[config.mk]
export PLATFORM = sky130hd
export DESIGN_NAME = jtag_scan_master
export DESIGN_NICKNAME = d
export VERILOG_FILES = /design/src/rtl/jtag_master_pkg.sv /design/src/rtl/jtag_tck_gen.sv /design/src/rtl/jtag_scan_master.sv
export SDC_FILE = /design/constraint.sdc
export NUM_CORES = 1
export LEC_CHECK = 0
export ABC_AREA = 1
export CAP_MARGIN = 20
export CORE_ASPECT_RATIO = 1.25
export CORE_MARGIN = 8
export CORE_UTILIZATION = 40
export DETAILED_ROUTE_END_ITERATION = 8
export MAX_ROUTING_LAYER = met4
export SLEW_MARGIN = 20
export SYNTH_ARGS = -nofsm -noshare
export SYNTH_HDL_FRONTEND = slang
export SYNTH_SLANG_ARGS = --single-unit
[constraint.sdc]
create_clock -name clk -period 3.3 [get_ports clk]
set_clock_uncertainty 0.2 [all_clocks]
set_input_delay 0.495 -clock clk [delete_from_list [all_inputs] [get_ports clk]]
set_output_delay 0.495 -clock clk [all_outputs]
set_load 0.005 [all_outputs]
[src/rtl/jtag_master_pkg.sv]
// Shared types and constants for the JTAG scan master: op codes, FSM states,
// TAP instruction encodings and the scan-step helper.
package jtag_master_pkg;

    localparam int unsigned CNT_W = 8;

    typedef enum logic [1:0] {
        OP_RESET    = 2'd0,
        OP_SHIFT_IR = 2'd1,
        OP_SHIFT_DR = 2'd2,
        OP_RUN_IDLE = 2'd3
    } jtag_op_e;

    typedef enum logic [1:0] {
        S_IDLE = 2'd0,
        S_RUN  = 2'd1,
        S_RSP  = 2'd2
    } jtag_state_e;

    localparam logic [3:0]  INSTR_BYPASS       = 4'h0;
    localparam logic [3:0]  INSTR_IDCODE       = 4'h1;
    localparam logic [3:0]  INSTR_TCP_CTRL     = 4'h8;
    localparam logic [3:0]  INSTR_TCP_STATUS   = 4'h9;
    localparam logic [3:0]  INSTR_IJTAG_ACCESS = 4'hA;
    localparam logic [31:0] IDCODE_VALUE       = 32'h1CAFE0BF;

    // TCK edges spent walking from Run-Test-Idle into the shift state.
    function automatic logic [CNT_W-1:0] preamble_len(input jtag_op_e op);
        case (op)
            OP_SHIFT_IR: return CNT_W'(4);
            OP_SHIFT_DR: return CNT_W'(3);
            default:     return '0;
        endcase
    endfunction

endpackage

[src/rtl/jtag_tck_gen.sv]
// TCK divider: TCK_HALF clk low then TCK_HALF clk high, parked low while en=0.
// Strobes mark the clk edge on which TCK is driven low / high.
module jtag_tck_gen
    import jtag_master_pkg::*;
#(
    parameter int unsigned TCK_HALF = 5
) (
    input  logic clk,
    input  logic rst,
    input  logic en,
    output logic tck,
    output logic fall_stb,
    output logic rise_stb
);

    localparam int unsigned PERIOD = 2 * TCK_HALF;
    localparam int unsigned PH_W   = $clog2(PERIOD);

    logic [PH_W-1:0] phase_q;

    assign fall_stb = en && (phase_q == '0);
    assign rise_stb = en && (phase_q == PH_W'(TCK_HALF));

    always_ff @(posedge clk) begin
        if (rst || !en) begin
            phase_q <= '0;
            tck     <= 1'b0;
        end else begin
            phase_q <= (phase_q == PH_W'(PERIOD - 1)) ? '0 : phase_q + PH_W'(1);
            if (rise_stb) begin
                tck <= 1'b1;
            end else if (fall_stb) begin
                tck <= 1'b0;
            end
        end
    end

endmodule

[src/rtl/jtag_scan_master.sv]
// Host-side JTAG scan sequencer: turns RESET/SHIFT_IR/SHIFT_DR/RUN_IDLE commands
// into TMS/TDI waveforms and returns captured TDO. Optional TRST_n via JTAG_MASTER_TRST_EN.
module jtag_scan_master
    import jtag_master_pkg::*;
#(
    parameter int unsigned TCK_HALF = 5,
    parameter int unsigned IR_LEN   = 4,
    parameter int unsigned DR_MAX   = 32
) (
    input  logic              clk,
    input  logic              rst,
    input  logic              cmd_valid,
    output logic              cmd_ready,
    input  logic [1:0]        cmd_op,
    input  logic [5:0]        cmd_len,
    input  logic [DR_MAX-1:0] cmd_data,
    output logic              rsp_valid,
    input  logic              rsp_ready,
    output logic [DR_MAX-1:0] rsp_data,
    output logic              rsp_err,
    output logic              busy,
    output logic              TCK,
    output logic              TMS,
    output logic              TDI,
    input  logic              TDO
`ifdef JTAG_MASTER_TRST_EN
    ,
    output logic              TRST_n
`endif
);

    localparam int unsigned IDX_W = (DR_MAX > 1) ? $clog2(DR_MAX) : 1;

    jtag_state_e       state_q, state_d;
    jtag_op_e          op_q, op_d, cmd_op_e;
    logic [CNT_W-1:0]  len_q, len_d;
    logic [CNT_W-1:0]  rise_cnt_q, rise_cnt_d;
    logic [DR_MAX-1:0] data_q, data_d;
    logic [DR_MAX-1:0] cap_q, cap_d;
    logic [DR_MAX-1:0] rsp_data_d;
    logic              fin_q, fin_d;
    logic              synced_q, synced_d;
    logic              tms_d, tdi_d, busy_d, cmd_ready_d, rsp_valid_d, rsp_err_d;
    logic              gen_en, fall_stb, rise_stb;
    logic              reject_c, trst_busy;

    logic [CNT_W-1:0]  pre, total;
    logic              step_tms, step_shift;
    logic [IDX_W-1:0]  step_idx;

`ifdef JTAG_MASTER_TRST_EN
    localparam int unsigned TRST_CYC = 4 * TCK_HALF;
    localparam int unsigned TRST_W   = $clog2(TRST_CYC + 1);

    logic [TRST_W-1:0] trst_cnt_q, trst_cnt_d;
    logic              trst_n_d;

    assign trst_busy = (trst_cnt_q != '0);
`else
    assign trst_busy = 1'b0;
`endif

    assign cmd_op_e = jtag_op_e'(cmd_op);
    assign gen_en   = (state_q == S_RUN) && !fin_q && !trst_busy;

    jtag_tck_gen #(
        .TCK_HALF (TCK_HALF)
    ) u_tck_gen (
        .clk      (clk),
        .rst      (rst),
        .en       (gen_en),
        .tck      (TCK),
        .fall_stb (fall_stb),
        .rise_stb (rise_stb)
    );

    // Command legality check, evaluated against the offered command.
    always_comb begin
        reject_c = 1'b0;
        if (cmd_op_e != OP_RESET && !synced_q) begin
            reject_c = 1'b1;
        end
        if (cmd_op_e == OP_SHIFT_DR &&
            (cmd_len == '0 || CNT_W'(cmd_len) > CNT_W'(DR_MAX))) begin
            reject_c = 1'b1;
        end
        if (cmd_op_e == OP_RUN_IDLE && cmd_len == '0) begin
            reject_c = 1'b1;
        end
    end

    // TMS/TDI decode for the next TCK rise (index rise_cnt_q).
    always_comb begin
        pre        = preamble_len(op_q);
        total      = '0;
        step_tms   = 1'b0;
        step_shift = 1'b0;
        step_idx   = IDX_W'(rise_cnt_q - pre);
        case (op_q)
            OP_RESET: begin
                total    = CNT_W'(6);
                step_tms = (rise_cnt_q < CNT_W'(5));
            end
            OP_RUN_IDLE: begin
                total = len_q;
            end
            default: begin
                total      = pre + len_q + CNT_W'(2);
                step_shift = (rise_cnt_q >= pre) && (rise_cnt_q < pre + len_q);
                if (rise_cnt_q < pre) begin
                    step_tms = (rise_cnt_q < pre - CNT_W'(2));
                end else if (step_shift) begin
                    step_tms = (rise_cnt_q == pre + len_q - CNT_W'(1));
                end else begin
                    step_tms = (rise_cnt_q == pre + len_q);
                end
            end
        endcase
    end

    // Next-state and registered-output logic.
    always_comb begin
        state_d     = state_q;
        op_d        = op_q;
        len_d       = len_q;
        data_d      = data_q;
        cap_d       = cap_q;
        rise_cnt_d  = rise_cnt_q;
        fin_d       = fin_q;
        synced_d    = synced_q;
        tms_d       = TMS;
        tdi_d       = TDI;
        busy_d      = busy;
        rsp_valid_d = rsp_valid;
        rsp_data_d  = rsp_data;
        rsp_err_d   = rsp_err;
`ifdef JTAG_MASTER_TRST_EN
        trst_cnt_d  = trst_cnt_q;
        trst_n_d    = TRST_n;
`endif
        case (state_q)
            S_IDLE: begin
                if (cmd_valid && cmd_ready) begin
                    if (reject_c) begin
                        state_d     = S_RSP;
                        rsp_valid_d = 1'b1;
                        rsp_err_d   = 1'b1;
                        rsp_data_d  = '0;
                    end else begin
                        state_d    = S_RUN;
                        op_d       = cmd_op_e;
                        len_d      = (cmd_op_e == OP_SHIFT_IR) ? CNT_W'(IR_LEN) : CNT_W'(cmd_len);
                        data_d     = cmd_data;
                        cap_d      = '0;
                        rise_cnt_d = '0;
                        fin_d      = 1'b0;
                        busy_d     = 1'b1;
`ifdef JTAG_MASTER_TRST_EN
                        if (cmd_op_e == OP_RESET) begin
                            trst_n_d   = 1'b0;
                            trst_cnt_d = TRST_W'(TRST_CYC);
                        end
`endif
                    end
                end
            end
            S_RUN: begin
                if (fin_q) begin
                    state_d     = S_RSP;
                    busy_d      = 1'b0;
                    rsp_valid_d = 1'b1;
                    rsp_err_d   = 1'b0;
                    rsp_data_d  = cap_q;
                    if (op_q == OP_RESET) begin
                        synced_d = 1'b1;
                    end
                end else begin
`ifdef JTAG_MASTER_TRST_EN
                    if (trst_busy) begin
                        trst_cnt_d = trst_cnt_q - TRST_W'(1);
                        if (trst_cnt_q == TRST_W'(1)) begin
                            trst_n_d = 1'b1;
                        end
                    end
`endif
                    // The fall after the last rise ends the scan; TCK stays parked low.
                    if (fall_stb) begin
                        if (rise_cnt_q == total) begin
                            fin_d = 1'b1;
                            tdi_d = 1'b0;
                        end else begin
                            tms_d = step_tms;
                            tdi_d = step_shift ? data_q[step_idx] : 1'b0;
                        end
                    end
                    if (rise_stb) begin
                        rise_cnt_d = rise_cnt_q + CNT_W'(1);
                        if (step_shift) begin
                            cap_d[step_idx] = TDO;
                        end
                    end
                end
            end
            S_RSP: begin
                if (rsp_ready) begin
                    state_d     = S_IDLE;
                    rsp_valid_d = 1'b0;
                end
            end
            default: begin
                state_d = S_IDLE;
            end
        endcase
        cmd_ready_d = (state_d == S_IDLE);
    end

    always_ff @(posedge clk) begin
        if (rst) begin
            state_q    <= S_IDLE;
            op_q       <= OP_RESET;
            len_q      <= '0;
            data_q     <= '0;
            cap_q      <= '0;
            rise_cnt_q <= '0;
            fin_q      <= 1'b0;
            synced_q   <= 1'b0;
            TMS        <= 1'b1;
            TDI        <= 1'b0;
            busy       <= 1'b0;
            cmd_ready  <= 1'b1;
            rsp_valid  <= 1'b0;
            rsp_data   <= '0;
            rsp_err    <= 1'b0;
`ifdef JTAG_MASTER_TRST_EN
            trst_cnt_q <= '0;
            TRST_n     <= 1'b1;
`endif
        end else begin
            state_q    <= state_d;
            op_q       <= op_d;
            len_q      <= len_d;
            data_q     <= data_d;
            cap_q      <= cap_d;
            rise_cnt_q <= rise_cnt_d;
            fin_q      <= fin_d;
            synced_q   <= synced_d;
            TMS        <= tms_d;
            TDI        <= tdi_d;
            busy       <= busy_d;
            cmd_ready  <= cmd_ready_d;
            rsp_valid  <= rsp_valid_d;
            rsp_data   <= rsp_data_d;
            rsp_err    <= rsp_err_d;
`ifdef JTAG_MASTER_TRST_EN
            trst_cnt_q <= trst_cnt_d;
            TRST_n     <= trst_n_d;
`endif
        end
    end

endmodule

==> impl_metrics.toml, run 1 <==
[timing]
max_slew_margin = 0.402
setup_viol = 0
worstMarginPinSlew_ns = 0.897
grt_setup_unrepaired = "true"
post-route-period-util = 0.940
post-route-min-period_ns = 3.10
fmax_mhz = 323
fin_setup_tns_ns = 0
timing.hold.ws_ns = 0.151
slew_violations = 0
hold_viol_final = 0

[power]
combPwrFrac = 0.236
p_leak_nw = 3.49
internal_power_mw = 3.22
p_per_area_nw_per_um2 = 515
p_sw_mw = 1.47
switching_share = 0.313
vdd_drop_max_mv = 0.354
pwr-share-seq = 0.342
clkPwrFrac = 0.422

[final_layout]
nFillCells = 1712
seqCellArea_um2 = 2550
n_antenna_cell = 0
stdcell_count = 1286
multi_input_area_um2 = 4010
nets = 1123
syn2layout_area_growth_pct = 29.2
layout-drive-gt1-share = 0.178

[cts]
clock-sinks = 127
cts_inserted_buffers = 17
clock_latency_ns = 0.43
cts_buffer_depth = 2
cts_tree = "yes"
holdBufCountCts = 0
cts.clk_slew.worst_paths_ns = 0.06
htreeDepth = 4
cts_root_buffer = "clkbuf_16"

[drt]
drt_iter0_markers = 413
avgRoutedWirePerCell_um = 15.4
drc = 0
routed_wl_mm = 19.8
final_antenna_net_count = 0
drt_pass1_iterations = 4
dr_total_vias = 6660
viasPerCell = 5.18

[worst_setup_path]
crit_start = "op_q[0]"
critPathArrivalTime_ns = 3.18
crit_top_cell = "nand2_1"
cp_slowest_cell = "ha_1"
critPathTopFamily = "adder cells"
required_ns = 3.38
crit_buf_inv = 5
start_kind = "register"
critPathMaxStageDelay_ns = 0.35
r2r_start = "op_q[0]"
path_cells = "inv_2 -> ha_4 -> inv_4 -> nand2_1 -> nand2_2 -> ha_1 -> inv_2 -> ha_1 -> inv_1 -> nor2_1 -> o211ai_1 -> nand2_1 -> nand4_2 -> nand4_4 -> nand2_8 -> clkbuf_16 -> o211ai_2 -> nand2_1 -> a21oi_1"
worst_setup_path_end_kind = "register"
worst-setup-path-type = "reg -> reg"
worstPathMaxFanout = 8

[placed_design]
dp_hpwl_mm = 13.8
placed_cells = 1245
place_congestion = 0.892
numPortBuffers = 83

[synthesis]
yosysMostFrequentCell = "nand2_1"
yosys_warnings = 0
yosysTopAreaCellShare = 0.360
synth.top_cells.by_count = "nand2_1, dfxtp_1, nor2_1"
synth_area_um2 = 7050
synth_area_leader_cell = "dfxtp_1"
synth_ff_type = "dfxtp_1"
synth_edf_count = 0
ys_ff_latch = 127
syn_inst = 955
synthTopCellsByArea = "dfxtp_1, nand2_1, nand3_1"
ys_types = 46
async_flop_share = 0
synth_fp_nets = 1029
avgSynthCellArea_um2 = 7.39
ys_seq_area_frac = 0.360

[global_routing]
grt_max_degree = 72
grt_pass1_wl_mm = 32.4
antenna_found_initial = 0
track_usage = 0.186
grt_remaining_overflow = 0
first_global_vias = 6514

[die]
ios = 84
dieWidth_um = 135
rows = 54
initial_utilization = 0.406
core_area_um2 = 17400
dieArea_um2 = 22200
die_height_um = 164

[run]
max-cap-violations = 0

[worst_hold_path]
holdCritPathClass = "in -> reg"
hold_start = "rst"

[status]
status = "finished clean"
==> final timing paths <==
kind	end	slack, ns	depth (start not counted)
max	cap_q[31]	0.20	19
min	rsp_valid	0.15	2
max reg2reg	cap_q[31]	0.20	19
min reg2reg	data_q[18]	0.24	2
==> through the flow <==
step | setup slack [ns] | power [mW] | utilization | instance area, um^2
after floorplan | 0.301 | 2.34 | - | 7050
after global placement | 0.0553 | 2.68 | 0.473 | 8220
after detailed placement | -0.0440 | 2.69 | 0.473 | 8220
after CTS | 0.0271 | 4.68 | 0.512 | 8900
after global routing | -0.0324 | 4.91 | 0.525 | 9110
final | 0.199 | 4.69 | 0.525 | 9110
==> kinds of logic (layout without fill, tap and decap cells) <==
| logic type | count (synthesis) | in the layout | synth area share |
|---|---|---|---|
| fa+ha+maj | 29 | 29 | 0.0525 |
| xor+xnor | 13 | 13 | 0.0161 |
| simple gates | 462 | 462 | 0.302 |
| flops | 127 | 127 | 0.360 |
| buf+inv | 144 | 251 | 0.0874 |
| compound gates | 180 | 180 | 0.182 |
==> state kept, by name, indices dropped and copies added, names as in the netlist <==
name	count
cap_q	32
len_q	6
rise_cnt_q	8
state_q	2
op_q	2
rsp_err	1
rsp_data	32
data_q	32
u_tck_gen.tck	1
fin_q	1
rsp_valid	1
u_tck_gen.phase_q	4
busy	1
TDI	1
TMS	1
cmd_ready	1
synced_q	1
==> layer usage <==
layer,vias up,track usage,routed length (um)
li1,3414,-,-
met1,3092,0.222,9190
met2,126,0.303,9610
met3,28,0.0344,563
met4,0,0.0747,425
met5,-,-,0
==> placed cells by master, fill, tap and decap left out, types with 16 or more instances in the layout <==
cell type and instances:
nand3_1 75, inv_1 79, nand2_1 206, a21oi_1 52, o21ai_0 18, nor2_1 92
dfxtp_1 125, buf_4 30, clkdlybuf4s50_1 82, o211ai_2 28, clkbuf_16 21, a21oi_2 16
a22oi_1 20, nand4_1 33, ha_1 22
==> power by group through the flow <==
| stage | clock [mW] | sequential, mW | combinational, mW |
|---|---|---|---|
| final | 1.98 | 1.60 | 1.11 |
| after global routing | 2.07 | 1.61 | 1.23 |
| after CTS | 2.01 | 1.60 | 1.06 |
| after detailed placement | 0 | 1.64 | 1.05 |
| after global placement | 0 | 1.64 | 1.05 |
| after floorplan | 0 | 1.63 | 0.709 |
==> worst reg2reg max path, cell delays in order, from the launching register on <==
cell and delay (ns):
dfxtp_2 0.33, inv_2 0.10, ha_4 0.18, inv_4 0.05
nand2_1 0.06, nand2_2 0.08, ha_1 0.35, inv_2 0.08
ha_1 0.29, inv_1 0.06, nor2_1 0.03, o211ai_1 0.15
nand2_1 0.10, nand4_2 0.11, nand4_4 0.15, nand2_8 0.20
clkbuf_16 0.20, o211ai_2 0.08, nand2_1 0.08, a21oi_1 0.05
==> cell type report <==
type	instances	area share
inverters	95	0.0394
flip-flops and latches	127	0.279
well taps	224	0.0307
repair buffers	124	0.142
clock buffers	18	0.0482
clock inverters	14	0.0199
multi-input cells	684	0.440
==> timing repair <==
item | in CTS | in global routing
pin swaps | 1 | 10
gates resized for setup | 3 | 30
buffers inserted | 1 | 3
gates cloned | 1 | 4
endpoints found under the setup margin | 17 | 35
No activity file was read; power rests on OpenSTA's default activity.
==> run 2, diff against run 1 <==
Settings changed: CORE_UTILIZATION 40 to 30.
==> impl_metrics.toml, run 2 (synthesized netlist as in run 1, its figures left out) <==
[timing]
worstMarginPinSlew_ns = 0.854
setup_ws_ns = 0.159
post-route-period-util = 0.952
hold_viol_final = 0
slew_violations = 0
fmax_mhz = 318
setup_viol = 0
max_slew_margin = 0.430
timing.hold.ws_ns = 0.199
post-route-min-period_ns = 3.14
fin_setup_tns_ns = 0

[worst_setup_path]
critPathTopFamily = "simple AND/OR/NAND/NOR gates"
critPathMaxStageDelay_ns = 0.36
rrSetupSlack_ns = 0.16
required_ns = 3.37
path_cells = "inv_4 -> ha_2 -> buf_4 -> nand2_2 -> inv_2 -> ha_4 -> inv_1 -> nand2_2 -> nand2_2 -> nand2_4 -> nand2_4 -> nor2_4 -> inv_2 -> ha_1 -> nand2_2 -> nand3b_4 -> nand4_4 -> nand2_8 -> buf_12 -> o211ai_2 -> nand2_1 -> a21oi_2"
crit_top_cell = "nand2_2"
rr_endpoint = "cap_q[18]"
ff2ff_path_depth = 22
cp_slowest_cell = "dfxtp_4"
worst_setup_path_end_kind = "register"
path_depth = 22
worst-setup-path-type = "reg -> reg"
cp-endpoint = "cap_q[18]"
crit_buf_inv = 6
start_kind = "register"
worstPathMaxFanout = 7
critPathArrivalTime_ns = 3.21
crit_start = "op_q[0]"
r2r_start = "op_q[0]"

[die]
initial_utilization = 0.306
ios = 84
dieArea_um2 = 28700
core_area_um2 = 23000
rows = 62
dieWidth_um = 153
die_height_um = 187

[placed_design]
place_area_um2 = 8350
numPortBuffers = 83
place_ws_ns = -0.157
dp_hpwl_mm = 14.5
place_congestion = 0.874

[final_layout]
biggestRegsByFlops = "cap_q x32, data_q x32, rsp_data x32"
layout-drive-gt1-share = 0.180
finalInstanceArea_um2 = 9200
n_antenna_cell = 0
layout_commonest_cell = "nand2_1"
syn2layout_area_growth_pct = 30.5
nets = 1133
final_cell_mix = "nand2_1, dfxtp_1, nor2_1"

[drt]
routed_wl_mm = 20.7
drt_pass1_iterations = 5
drt-met1-wl_mm = 9.32
dr_total_vias = 6792
final_antenna_net_count = 0
wl_met3_um = 627
route.met2.wl_mm = 10.3
highest_layer = "met4"
viasPerCell = 4.99
drt_iter0_markers = 486
drc = 0
avgRoutedWirePerCell_um = 15.3

[worst_hold_path]
hold_start = "rst"
holdCritPathClass = "in -> reg"

[cts]
cts_inserted_buffers = 17
cts_buffer_depth = 2
clock-sinks = 127
holdBufCountCts = 0
cts_tree = "yes"
cts.clk_slew.worst_paths_ns = 0.06
htreeDepth = 4
clock_latency_ns = 0.42
cts_root_buffer = "clkbuf_16"

[global_routing]
grt_max_degree = 69
grt_pass1_wl_mm = 33.5
grt_remaining_overflow = 0
first_global_vias = 6565
antenna_found_initial = 0
track_usage = 0.147

[power]
p_leak_nw = 3.50
p_per_area_nw_per_um2 = 487
finalPower_mw = 4.48
vdd_drop_max_mv = 0.350

[status]
status = "finished clean"

[run]
max-cap-violations = 0
## run 2: how the worst min path moves through the flow
stage / to / slack (ns) / cells after the start
2_1_floorplan: data_q[22] / 0.21 / 2
3_3_place_gp: data_q[10] / 0.23 / 2
3_5_place_dp: data_q[26] / 0.24 / 2
4_1_cts: rsp_valid / 0.19 / 2
5_1_grt: busy / 0.20 / 2
6_report: busy / 0.20 / 2
## run 2: layer usage
metal	track usage	vias to the layer above
met5	-	-
li1	-	3441
met3	0.0245	28
met4	0.0538	0
met1	0.173	3186
met2	0.246	137
## run 2: metrics by stage
step                 util  instances
global placement    0.362       1315
finish              0.399       1360
CTS                 0.389       1353
floorplan               -        955
global route        0.399       1360
detailed placement  0.362       1315
## run 2: timing repair
item | 4_1_cts | 5_1_grt
pin swaps | 2 | 13
endpoints found under the setup margin | 29 | 35
buffers inserted | 5 | 2
gates cloned | 1 | 5
resized for setup | 6 | 30
## run 2: layout make-up
class | instances | area, um^2
multi-input cells | 686 | 4040
clock inverters | 13 | 118
inverters | 95 | 362
well taps | 288 | 360
clock buffers | 19 | 433
flip-flops and latches | 127 | 2550
repair buffers | 132 | 1340
fillers | 2300 | 13800
## run 2: report_power, final
| group | internal [mW] | leakage (nW) | switching, mW | total [mW] |
|---|---|---|---|---|
| Clock | 1.03 | 0.255 | 0.741 | 1.78 |
| Combinational | 0.432 | 2.21 | 0.668 | 1.10 |
| Sequential | 1.57 | 1.03 | 0.0333 | 1.61 |
==> run 3, diff against run 2 <==
Settings changed: CORE_UTILIZATION 30 to 57, PLACE_DENSITY from default to 0.81, SKIP_CTS_REPAIR_TIMING from default to 1.
==> impl_metrics.toml, run 3 (synthesized netlist as in run 1, its figures left out) <==
[status]
status = "finished clean"

[placed_design]
place_area_um2 = 8100
place_congestion = 0.919
dp_hpwl_mm = 13.0
place_ws_ns = -0.0326
placed_cells = 1181
numPortBuffers = 83

[timing]
fmax_mhz = 314
post-route-period-util = 0.965
timing.hold.ws_ns = 0.245
hold_viol_final = 0
setup_viol = 0
fin_setup_tns_ns = 0
slew_violations = 0
setup_ws_ns = 0.115
post-route-min-period_ns = 3.19
worstMarginPinSlew_ns = 0.873
max_slew_margin = 0.418

[drt]
drt_iter0_markers = 773
viasPerCell = 5.67
drt_pass1_iterations = 5
dr_total_vias = 6929
routed_wl_mm = 19.5
drc = 0
avgRoutedWirePerCell_um = 15.9
final_antenna_net_count = 0

[worst_setup_path]
rr_endpoint = "cap_q[10]"
crit_top_cell = "nand2_4"
worst_setup_path_end_kind = "register"
cp-endpoint = "cap_q[10]"
start_kind = "register"
worst-setup-path-type = "reg -> reg"
crit_start = "op_q[0]"
critPathArrivalTime_ns = 3.23
path_cells = "buf_4 -> ha_2 -> ha_4 -> inv_1 -> nor2_2 -> nand2_4 -> nand3_1 -> nand2_4 -> ha_1 -> a21oi_1 -> nand2_1 -> nand4_2 -> nand4_4 -> nand2_4 -> buf_4 -> o211ai_2 -> nand2_1 -> a21oi_1"
r2r_start = "op_q[0]"
ff2ff_path_depth = 18
rrSetupSlack_ns = 0.11
required_ns = 3.34
cp_slowest_cell = "dfxtp_2"
worstPathMaxFanout = 5
critPathMaxStageDelay_ns = 0.33

[cts]
cts.clk_slew.worst_paths_ns = 0.06
cts_buffer_depth = 2
cts_root_buffer = "clkbuf_16"
clock-sinks = 127
cts_inserted_buffers = 17
htreeDepth = 4
clock_latency_ns = 0.41
cts_tree = "yes"

[die]
initial_utilization = 0.583
dieArea_um2 = 16200
dieWidth_um = 116
ios = 84
rows = 45
core_area_um2 = 12100
die_height_um = 140

[final_layout]
finalInstanceArea_um2 = 8910
nets = 1119
biggestRegsByFlops = "cap_q x32, data_q x32, rsp_data x32"
multi_input_area_um2 = 4000
final_cell_mix = "nand2_1, dfxtp_1, nor2_1"
stdcell_count = 1222
n_antenna_cell = 0
layout_commonest_cell = "nand2_1"
fin_util = 0.736
syn2layout_area_growth_pct = 26.3
seqCellArea_um2 = 2550
layout-drive-gt1-share = 0.164
nFillCells = 904

[power]
pwr-share-seq = 0.348
p_per_area_nw_per_um2 = 518
switching_share = 0.306
internal_power_mw = 3.20
vdd_drop_max_mv = 0.507
clkPwrFrac = 0.416
p_leak_nw = 3.43
finalPower_mw = 4.62
combPwrFrac = 0.236
p_sw_mw = 1.42

[worst_hold_path]
hold_depth = 2
holdCritPathClass = "reg -> reg"

[global_routing]
grt_max_degree = 76
grt_remaining_overflow = 0
first_global_vias = 6462
grt_pass1_wl_mm = 31.1
track_usage = 0.240
antenna_found_initial = 0

[run]
max-cap-violations = 0
run 3: worst min-delay path by stage:
stage                     from    endpoint  slack, ns
global placement    data_q[22]  data_q[22]       0.23
global route        data_q[10]  data_q[10]       0.27
floorplan           data_q[22]  data_q[22]       0.21
finish              data_q[18]  data_q[18]       0.24
CTS                 data_q[18]  data_q[18]       0.25
detailed placement  data_q[22]  data_q[22]       0.23
run 3: worst max-delay path, delay by kind of cell, from the launching register on:
| family | cells | cell delay, ns |
|---|---|---|
| AOI/OAI and AO/OA | 3 | 0.30 |
| adders and majority gates | 3 | 0.80 |
| buffers and inverters | 3 | 0.32 |
| DFF | 1 | 0.33 |
| and+or+nand+nor | 9 | 1.07 |
run 3: layout make-up:
type,count,area share
clock inverter,12,0.0178
timing repair buffer,119,0.134
multi-input combinational,685,0.449
inverter,95,0.0403
clock buffer,20,0.0501
tap,164,0.0230
sequential,127,0.286
run 3: power groups by stage:
stage	clock [mW]	sequential [mW]	combinational (mW)
final	1.92	1.61	1.09
after CTS	1.92	1.61	1.04
after global routing	2.00	1.61	1.20
after detailed placement	0	1.64	1.03
after floorplan	0	1.63	0.709
after global placement	0	1.64	1.01
run 3: layer usage:
metal | vias to the layer above | wire length (um) | GRT usage
met5 | - | 0 | -
met4 | 0 | 612 | 0.102
met3 | 60 | 1030 | 0.0370
met2 | 237 | 9820 | 0.389
met1 | 3224 | 8030 | 0.288
li1 | 3408 | - | -
